**src/rtl/dccm_mem_pkg.sv**
```systemverilog
// ---------------------------------------------------------------------------
// dccm_mem_pkg : shared types and constants for the DCCM/ICCM memory model
// Rev 1.0
// ---------------------------------------------------------------------------
`default_nettype none

package dccm_mem_pkg;

  typedef enum logic [0:0] {
    StInit = 1'b0,
    StRun  = 1'b1
  } state_e;

  localparam logic [1:0] ErrNone = 2'b00;
  localparam logic [1:0] ErrOor  = 2'b10;

  localparam int unsigned MaxReadLatency = 4;

endpackage

`default_nettype wire

```
**src/rtl/dccm_rd_pipe.sv**
```systemverilog
// ---------------------------------------------------------------------------
// dccm_rd_pipe : read valid/data/error delay line with synchronous flush
// Rev 1.0
// ---------------------------------------------------------------------------
`default_nettype none

module dccm_rd_pipe
  import dccm_mem_pkg::*;
#(
  parameter int unsigned ReadLatency = 1,
  parameter int unsigned DataW       = 32
) (
  input  logic             clk_i,
  input  logic             rst_i,
  input  logic             valid_i,
  input  logic [DataW-1:0] data_i,
  input  logic [1:0]       err_i,
  output logic             valid_o,
  output logic [DataW-1:0] data_o,
  output logic [1:0]       err_o
);

  logic             valid_q [ReadLatency];
  logic [DataW-1:0] data_q  [ReadLatency];
  logic [1:0]       err_q   [ReadLatency];

  // Data and error are zeroed when not valid so the outputs never show stale data.
  always_ff @(posedge clk_i) begin
    if (rst_i) begin
      for (int i = 0; i < int'(ReadLatency); i++) begin
        valid_q[i] <= 1'b0;
        data_q[i]  <= '0;
        err_q[i]   <= ErrNone;
      end
    end else begin
      valid_q[0] <= valid_i;
      data_q[0]  <= valid_i ? data_i : '0;
      err_q[0]   <= valid_i ? err_i : ErrNone;
      for (int i = 1; i < int'(ReadLatency); i++) begin
        valid_q[i] <= valid_q[i-1];
        data_q[i]  <= data_q[i-1];
        err_q[i]   <= err_q[i-1];
      end
    end
  end

  assign valid_o = valid_q[ReadLatency-1];
  assign data_o  = data_q[ReadLatency-1];
  assign err_o   = err_q[ReadLatency-1];

endmodule

`default_nettype wire

```
**config.mk**
```make
export PLATFORM = sky130hd
export DESIGN_NAME = dccm_rd_pipe
export DESIGN_NICKNAME = d
export VERILOG_FILES = /design/src/rtl/dccm_mem_pkg.sv /design/src/rtl/dccm_rd_pipe.sv
export SDC_FILE = /design/constraint.sdc
export NUM_CORES = 1
export LEC_CHECK = 0
export ABC_AREA = 1
export CAP_MARGIN = 20
export CORE_MARGIN = 1.5
export CORE_UTILIZATION = 38
export CTS_CLUSTER_DIAMETER = 200
export DETAILED_ROUTE_END_ITERATION = 10
export HOLD_SLACK_MARGIN = 0.12
export MAX_ROUTING_LAYER = met4
export PLACE_DENSITY = 0.87
export SLEW_MARGIN = 30
export SYNTH_ARGS = -nofsm -noshare
export SYNTH_HDL_FRONTEND = slang
export SYNTH_SLANG_ARGS = --single-unit
```
**constraint.sdc**
```tcl
create_clock -name clk_i -period 0.9 [get_ports clk_i]
set_clock_uncertainty 0.05 [all_clocks]
set_input_delay 0.09 -clock clk_i [delete_from_list [all_inputs] [get_ports clk_i]]
set_output_delay 0.09 -clock clk_i [all_outputs]
set_load 0.02 [all_outputs]
```
==> impl_metrics.csv, run 1 <==
group,metric,value,unit
worst_setup_path,cp.required,0.76,ns
die,coreArea,0.002758,sq mm
sta,holdWs,0.2196,ns
clock_network,clk_pin_slew,0.10,ns
sta,finalSetupViolCount,35,
sta,fin_crit_sh,102.3,%
final_layout,utilization,72.82,%
clock_network,clkSinkCount,35,
global_routing,grt_usage,16.23,%
final_layout,diodes,0,
sta,clock.fmax,1.086,GHz
detailed_routing,drtIter0Drc,11,
pwr,power_density,1539,mW/mm^2
detailed_routing,via_per_inst,3.986,
status,violations,"negative setup slack",
global_routing,grt_max_degree,19,
sta,rsz0062_at_grt,"yes",
logic_synthesis,synthCells,109,
sta,relSlewSlack,91.78,%
detailed_routing,firstDrtPassIters,4,
min_path,worstHoldPathCells,3,
die,die_y,56.98,microns
clock_network,cts_made_buffers,5,
global_routing,global_route.usage.met3,6.122,%
die,rows,19,
detailed_routing,ant_nets,0,
logic_synthesis,avgSynthCellArea,10.16,sq um
min_path,hold_path_class,"primary input to register",
pwr,p_leak,0.9852,nW
final_layout,syn_to_final_growth,81.36,%
worst_setup_path,critical_path_class,"register to primary output",
worst_setup_path,slowest_delay,0.33,ns
sta,min_period,0.9211,ns
sta,worst_slew_pin_slew,0.1232,ns
sta,final-hold-violation-count,0,
logic_synthesis,synth.yosys.seq_area_share,63.28,%
worst_setup_path,worst_path_max_delay_cell,"dfxtp_2",
worst_setup_path,cp-end-kind,"primary output",
clock_network,clk_path_buf_depth,2,
sta,worst_slack,-0.02112,ns
clock_network,hold_buffers,0,
detailed_routing,wl_per_cell,10.39,microns
pwr,pwr-share-clk,29.9,%
pwr,swShare,22.85,%
sta,slew_violations,0,
worst_setup_path,worstPathArrival,0.78,ns
final_layout,layout_common_cells,"36 x inv_1, 36 x clkdlybuf4s50_1, 35 x dfxtp_2, 35 x buf_6, 26 x nor2_2",
min_path,min_to,"data_q[0][29]$_SDFF_PP0_",
die,fp.dieW,56.98,microns
clock_network,root_buffer,"clkbuf_4",
logic_synthesis,synth_nets,146,
die,pin_count,72,
clock_network,cts_tree,"yes",
worst_setup_path,path_cells,"buf_6",
placement,hpwl,1.778,mm
logic_synthesis,synth_area,0.001107,sq mm
global_routing,grt.overflow.total,0,
min_path,hold_start,"data_i[29]",
logic_synthesis,ys_seq_elements,35,
logic_synthesis,yosys_warnings,0,
clock_network,cts_setup_buffers,0,
die,die_area,0.003247,sq mm
clock_network,cts-htree-levels,2,
worst_setup_path,cp-start-kind,"register",
pwr,seqPwrFrac,53.5,%
global_routing,grt_pass1_vias,904,
final_layout,fill_cells,203,
status,outcome,"complete, but fails checks",
placement,port_buffers,71,
detailed_routing,routed_wl,2.266,mm
pwr,peakVddDrop,1.303,mV
final_layout,nets,223,
logic_synthesis,ys_types,7,
pwr,combPwrFrac,16.6,%
global_routing,grt_pass1_wl,3.684,mm
pwr,p_int,0.002384,W
pwr,power.switching,0.0007060,W
worst_setup_path,critical-path-top-delay-family,"flip-flops",
global_routing,grt_util_met2,30.38,%
global_routing,antenna_found_initial,0,
detailed_routing,vias,869,
final_layout,drive_above_1_share,58.29,%
global_routing,gr-max-usage-layer,"met2",
worst_setup_path,crit_buf_inv,1,
detailed_routing,drc,0,
die,start_util,40.15,%
global_routing,grtUsageMet1,12.97,%
placement,gp_congestion,0.6840,
flow_run,cap_viol_max_count,0,
worst_setup_path,critical_path.max_fanout,1,
cell usage after synthesis:
| cell type | count | share of area [%] |
|---|---|---|
| dfxtp_1 | 35 | 63 |
| nor2_2 | 26 | 15 |
| nor2_1 | 5 | 1.7 |
| inv_1 | 36 | 12 |
| buf_8 | 3 | 4.1 |
| nor2_4 | 3 | 3.1 |
| nand2_4 | 1 | 1.0 |
flip-flops by register name (all words and copies together) (netlist names):
register  count
data_q       32
err_q         2
valid_q       1
logic make-up after synthesis:
logic type | count (synthesis) | synth area share (%)
and+or+nand+nor | 35 | 20.45
buffers and inverters | 39 | 16.27
DFF | 35 | 63.28
layer usage:
metal | vias to the layer above | wire length [microns] | share of wire, %
met3 | 7 | 226 | 10
met4 | 0 | 59 | 2.6
met5 | - | 0 | 0
met1 | 369 | 743 | 33
li1 | 444 | - | -
met2 | 49 | 1236 | 55
worst max path at each step:
| stage | to | slack, ns | from | cells after the start |
|---|---|---|---|---|
| 2_1_floorplan | valid_q[0]$_SDFF_PP0_ | 0.31 | rst_i | 4 |
| 3_3_place_gp | err_q[0][1]$_SDFF_PP0_ | -0.16 | rst_i | 5 |
| 3_5_place_dp | data_q[0][31]$_SDFF_PP0_ | -0.20 | rst_i | 5 |
| 4_1_cts | data_o[10] | -0.04 | data_q[0][10]$_SDFF_PP0_ | 1 |
| 5_1_grt | data_o[5] | -0.06 | data_q[0][5]$_SDFF_PP0_ | 1 |
| 6_report | data_o[10] | -0.02 | data_q[0][10]$_SDFF_PP0_ | 1 |
what timing repair did:
action                                  in CTS  in global routing
pin swaps                                    0                  0
endpoints found under the setup margin      35                 35
gates cloned                                 0                  0
resized for setup                          245                  0
layout make-up:
type | instances | area (sq um) | share of cell area (%)
Timing Repair Buffer | 73 | 794.5 | 39.56
Sequential cell | 35 | 744.5 | 37.07
Multi-Input combinational cell | 35 | 226.5 | 11.28
Inverter | 36 | 135.1 | 6.729
Clock buffer | 8 | 68.82 | 3.427
Tap cell | 31 | 38.79 | 1.931
per-stage QoR:
step	setup WS, ns	total power, W	cell area, sq um	setup TNS [ns]	std cells
after global placement	-0.1622	0.002156	1852	-9.560	210
final	-0.02112	0.003090	2008	-0.3980	218
after floorplan	0.3073	0.001872	1107	0	109
after global routing	-0.06008	0.003232	2008	-1.837	218
after CTS	-0.04260	0.003137	2008	-1.121	218
after detailed placement	-0.1951	0.002169	1852	-10.70	210
power by group through the flow:
stage	sequential (W)	clock (W)	combinational, W
CTS	0.00165	0.000966	0.000519
floorplan	0.00174	0	0.000128
finish	0.00165	0.000925	0.000513
detailed placement	0.00166	0	0.000504
global route	0.00166	0.00102	0.000549
global placement	0.00166	0	0.000495
No activity file was read; power rests on OpenSTA's default activity.
==> run 2, diff against run 1 <==
GPL_ROUTABILITY_DRIVEN = 0   (was not set)
SETUP_SLACK_MARGIN = 0.4   (was not set)
==> run 2 against run 1 <==
Effect of this change:
- the run still ends with negative setup slack left
- maximum frequency shrank 1.1%
- sequential share of layout area shrank 0.39 points
- global-route usage grew 2.8 points
- worst hold slack lost 0.0048 ns
- total power grew 7.9%
- count of clock-buffer cells in the layout shrank 2
- cell count shrank 0.46%
==> impl_metrics.csv, run 2 (synthesized netlist as in run 1, its figures left out) <==
group,metric,value,unit
worst_setup_path,critical_path_class,"register to primary output",
sta,relSlewSlack,85.02,%
clock_network,hold_buffers,0,
die,pin_count,72,
sta,finalSetupViolCount,35,
final_layout,reg_top3,"data_q: 32 flops, err_q: 2 flops, valid_q: 1 flops",
clock_network,root_buffer,"clkbuf_4",
worst_setup_path,worstPathArrival,0.79,ns
worst_setup_path,startpoint,"data_q[0][31]$_SDFF_PP0_",
global_routing,grt_usage,19.02,%
sta,slew_violations,0,
worst_setup_path,cp-start-kind,"register",
detailed_routing,drc,0,
sta,min_period,0.9316,ns
status,violations,"negative setup slack",
die,coreArea,0.002758,sq mm
global_routing,grt_max_degree,19,
flow_run,cap_viol_max_count,0,
clock_network,clk_path_buf_depth,2,
detailed_routing,firstDrtPassIters,3,
die,rows,19,
final_layout,syn_to_final_growth,83.28,%
die,die_y,56.98,microns
worst_setup_path,cp.required,0.76,ns
clock_network,cts_tree,"yes",
placement,hpwl,1.961,mm
final_layout,layout_common_cells,"35 x dfxtp_2, 35 x buf_6, 34 x inv_1, 34 x clkdlybuf4s50_1, 26 x nor2_2",
clock_network,clkSinkCount,35,
die,fp.dieW,56.98,microns
placement,port_buffers,71,
clock_network,cts_setup_buffers,0,
worst_setup_path,path_cells,"buf_6",
detailed_routing,vias,899,
final_layout,drive_above_1_share,60.75,%
detailed_routing,wl_per_cell,12.31,microns
worst_setup_path,critical-path-top-delay-family,"flip-flops",
detailed_routing,drtIter0Drc,10,
sta,fin_crit_sh,103.5,%
sta,final-hold-violation-count,0,
placement,placed_area,0.001866,sq mm
die,start_util,40.15,%
sta,rsz0062_at_grt,"yes",
clock_network,clk_pin_slew,0.10,ns
worst_setup_path,crit_buf_inv,1,
detailed_routing,via_per_inst,4.143,
detailed_routing,routed_wl,2.672,mm
sta,worst_slew_pin_slew,0.2247,ns
final_layout,nets,222,
global_routing,grt_pass1_vias,946,
final_layout,largest_register_ffs,32,
min_path,hold_start,"data_i[30]",
final_layout,top_register,"data_q",
worst_setup_path,slowest_delay,0.34,ns
worst_setup_path,worst_path_max_delay_cell,"dfxtp_2",
detailed_routing,ant_nets,0,
final_layout,fill_cells,196,
worst_setup_path,critical_path.max_fanout,1,
status,outcome,"complete, but fails checks",
global_routing,grt.overflow.total,0,
sta,worst_slack,-0.03157,ns
global_routing,antenna_found_initial,0,
die,die_area,0.003247,sq mm
final_layout,utilization,73.59,%
global_routing,grt_pass1_wl,4.347,mm
min_path,hold_path_class,"primary input to register",
worst_setup_path,cp-end-kind,"primary output",
final_layout,post-route-cell-area,0.002029,sq mm
pwr,power_density,1643,mW/mm^2
clock_network,cts-htree-levels,2,
pwr,peakVddDrop,1.515,mV
final_layout,diodes,0,
pwr,p_leak,0.9750,nW
sta,clock.fmax,1.073,GHz
clock_network,cts_made_buffers,5,
[run 2: changes by cell type in the layout (fill, tap and decap cells not counted)]
| cell | before | now |
|---|---|---|
| bufinv_16 | 0 | 1 |
| nand2_8 | 0 | 2 |
| inv_2 | 0 | 1 |
| inv_1 | 36 | 34 |
| clkbuf_1 | 1 | 0 |
| inv_12 | 0 | 1 |
| clkdlybuf4s15_2 | 0 | 2 |
| clkdlybuf4s50_1 | 36 | 34 |
| buf_12 | 2 | 0 |
| clkbuf_8 | 2 | 1 |
| nand2_4 | 1 | 0 |
| clkinv_2 | 0 | 1 |
[run 2: power by group]
| part | internal, W | switching, W |
|---|---|---|
| Combinational | 0.000292 | 0.000232 |
| Sequential | 0.00162 | 0.0000292 |
| Clock | 0.000656 | 0.000503 |
| Total | 0.00257 | 0.000763 |
[run 2: worst paths after layout]
| kind | endpoint | slack (ns) | cells past startpoint |
|---|---|---|---|
| max | data_o[31] | -0.03 | 1 |
| min | data_q[0][30]$_SDFF_PP0_ | 0.21 | 3 |
[run 2: per-stage QoR]
step | power (W) | setup TNS, ns | hold WS (ns) | worst slack (ns) | instances
2_1_floorplan | 0.001892 | 0 | 0.1448 | 0.3625 | 109
3_3_place_gp | 0.002158 | -16.65 | 0.5608 | -0.3685 | 208
3_5_place_dp | 0.002177 | -17.71 | 0.5625 | -0.4015 | 208
4_1_cts | 0.003374 | -1.417 | 0.2035 | -0.05052 | 217
5_1_grt | 0.003486 | -2.434 | 0.1991 | -0.08700 | 217
6_report | 0.003335 | -0.7891 | 0.2148 | -0.03157 | 217
[run 2: final cells by class]
type	instances	area, sq um	area share (%)
Tap cell	31	38.79	1.911
Inverter	36	147.6	7.275
Sequential cell	35	744.5	36.68
Multi-Input combinational cell	36	255.2	12.58
Clock inverter	2	35.03	1.726
Timing Repair Buffer	71	757.0	37.30
Clock buffer	6	51.30	2.528
[run 2: routing by layer]
layer | vias up | GRT usage [%] | wire length [microns]
met2 | 43 | 34.48 | 1466
li1 | 442 | - | -
met5 | - | - | 0
met3 | 5 | 7.937 | 203
met1 | 409 | 17.72 | 965
met4 | 0 | 6.977 | 38
[run 2: what timing repair did]
item,in CTS,in global routing
gates cloned,1,0
endpoints found under the setup margin,70,35
gates resized for setup,226,0
pin swaps,1,0
==> run 3, diff against run 2 <==
GPL_TIMING_DRIVEN = 0   (was not set)
==> run 3 against run 2 <==
Effect of this change:
- the run still ends with negative setup slack left
- total power is 6.0% lower
- die area stayed put
- cell count rose by 0.92%
- critical path type unchanged
- highest routed layer unchanged
- worst setup slack gained 0.0013 ns
- sequential power about the same
- worst hold slack worse by 0.21 ns
==> impl_metrics.csv, run 3 (synthesized netlist as in run 1, its figures left out) <==
group,metric,value,unit
status,outcome,"complete, but fails checks",
status,violations,"negative setup slack",
worst_setup_path,critical_path_class,"register to primary output",
sta,slew_violations,0,
final_layout,drive_above_1_share,60.64,%
die,rows,19,
die,die_area,0.003247,sq mm
worst_setup_path,cp.depth,1,
detailed_routing,ant_nets,0,
clock_network,cts-htree-levels,2,
global_routing,antenna_found_initial,0,
worst_setup_path,critical_path.max_fanout,1,
global_routing,grt_util_met2,33.17,%
global_routing,grt_pass1_vias,969,
placement,port_buffers,71,
clock_network,cts_tree,"yes",
worst_setup_path,critical-path-top-delay-family,"flip-flops",
detailed_routing,drtIter0Drc,10,
pwr,power_density,1545,mW/mm^2
detailed_routing,firstDrtPassIters,4,
final_layout,nets,224,
min_path,hold_path_class,"primary input to register",
global_routing,gr-max-usage-layer,"met2",
global_routing,global_route.usage.met3,5.896,%
final_layout,fill_cells,199,
final_layout,syn_to_final_growth,83.28,%
sta,worst_slew_pin_slew,0.1413,ns
die,coreArea,0.002758,sq mm
global_routing,grt_usage,18.50,%
die,fp.dieW,56.98,microns
worst_setup_path,cp-start-kind,"register",
min_path,hold_start,"valid_i",
placement,hpwl,1.950,mm
min_path,worstHoldPathCells,3,
clock_network,cts_made_buffers,5,
worst_setup_path,cp.required,0.76,ns
sta,clock.fmax,1.075,GHz
final_layout,reg_top3,"data_q: 32 flops, err_q: 2 flops, valid_q: 1 flops",
sta,relSlewSlack,90.58,%
pwr,p_leak,0.9841,nW
final_layout,layout_common_cells,"35 x dfxtp_2, 35 x buf_6, 34 x inv_1, 34 x clkdlybuf4s50_1, 26 x nor2_2",
final_layout,post-route-cell-area,0.002029,sq mm
die,pin_count,72,
global_routing,grt_pass1_wl,4.243,mm
detailed_routing,vias,912,
sta,min_period,0.9303,ns
clock_network,cts_setup_buffers,0,
sta,finalSetupViolCount,35,
die,start_util,40.15,%
detailed_routing,wl_per_cell,12.21,microns
worst_setup_path,cp-end-kind,"primary output",
die,die_y,56.98,microns
worst_setup_path,slowest_delay,0.34,ns
clock_network,clkSinkCount,35,
final_layout,largest_register_ffs,32,
detailed_routing,via_per_inst,4.164,
detailed_routing,drc,0,
pwr,peakVddDrop,1.303,mV
sta,finalSetupTns,-0.5849,ns
worst_setup_path,worstPathArrival,0.79,ns
final_layout,multi_input_area,235.2,sq um
flow_run,cap_viol_max_count,0,
worst_setup_path,crit_buf_inv,1,
pwr,power,0.003136,W
final_layout,final-seq-area,744.5,sq um
clock_network,clk_pin_slew,0.10,ns
sta,rsz0062_at_grt,"yes",
detailed_routing,routed_wl,2.673,mm
worst_setup_path,path_cells,"buf_6",
sta,final-hold-violation-count,0,
sta,worst_slack,-0.03026,ns
global_routing,grtUsageMet1,16.76,%
clock_network,clk_path_buf_depth,2,
global_routing,grt.overflow.total,0,
sta,fin_crit_sh,103.4,%
final_layout,diodes,0,
clock_network,root_buffer,"clkbuf_4",
final_layout,top_register,"data_q",
worst_setup_path,startpoint,"data_q[0][11]$_SDFF_PP0_",
global_routing,grt_max_degree,11,
worst_setup_path,worst_path_max_delay_cell,"dfxtp_2",
placement,placed_area,0.001911,sq mm
==> run 3: report_power, final <==
group          switching (W)  internal, W
sequential         0.0000291      0.00162
combinational       0.000226     0.000307
clock               0.000491     0.000460
total               0.000746      0.00239
==> run 3: per-layer routing <==
layer | share of wire (%) | vias to the layer above
met5 | 0 | -
met4 | 3.6 | 0
met3 | 6.6 | 9
met2 | 53 | 53
met1 | 37 | 404
li1 | - | 446
==> run 3: cell type report <==
type	count	area share, %
flip-flops and latches	35	36.68
repair buffers	71	36.68
multi-input cells	35	11.59
inverters	36	7.275
clock buffers	8	3.391
plain buffers	3	2.466
well taps	31	1.911
==> run 3: repair_timing <==
| action | CTS | global route |
|---|---|---|
| endpoints found under the hold margin | 5 | 5 |
| endpoints found under the setup margin | 70 | 51 |
| pin swaps | 0 | 1 |
| resized for setup | 227 | 1 |
==> run 3: final timing paths <==
check / endpoint / slack, ns
worst max-delay path: data_o[11] / -0.03
worst min-delay path: err_q[0][0]$_SDFF_PP0_ / 0.009
==> run 3: per-stage QoR <==
| step | util, % | cells | worst slack (ns) | hold slack (ns) |
|---|---|---|---|---|
| after floorplan | - | 109 | 0.3625 | 0.1448 |
| after CTS | 73.78 | 219 | -0.05198 | 0.06444 |
| after global routing | 73.59 | 219 | -0.06621 | 0.001326 |
| after global placement | 69.28 | 211 | -0.3309 | 0.5607 |
| after detailed placement | 69.28 | 211 | -0.3536 | 0.5675 |
| final | 73.59 | 219 | -0.03026 | 0.009484 |
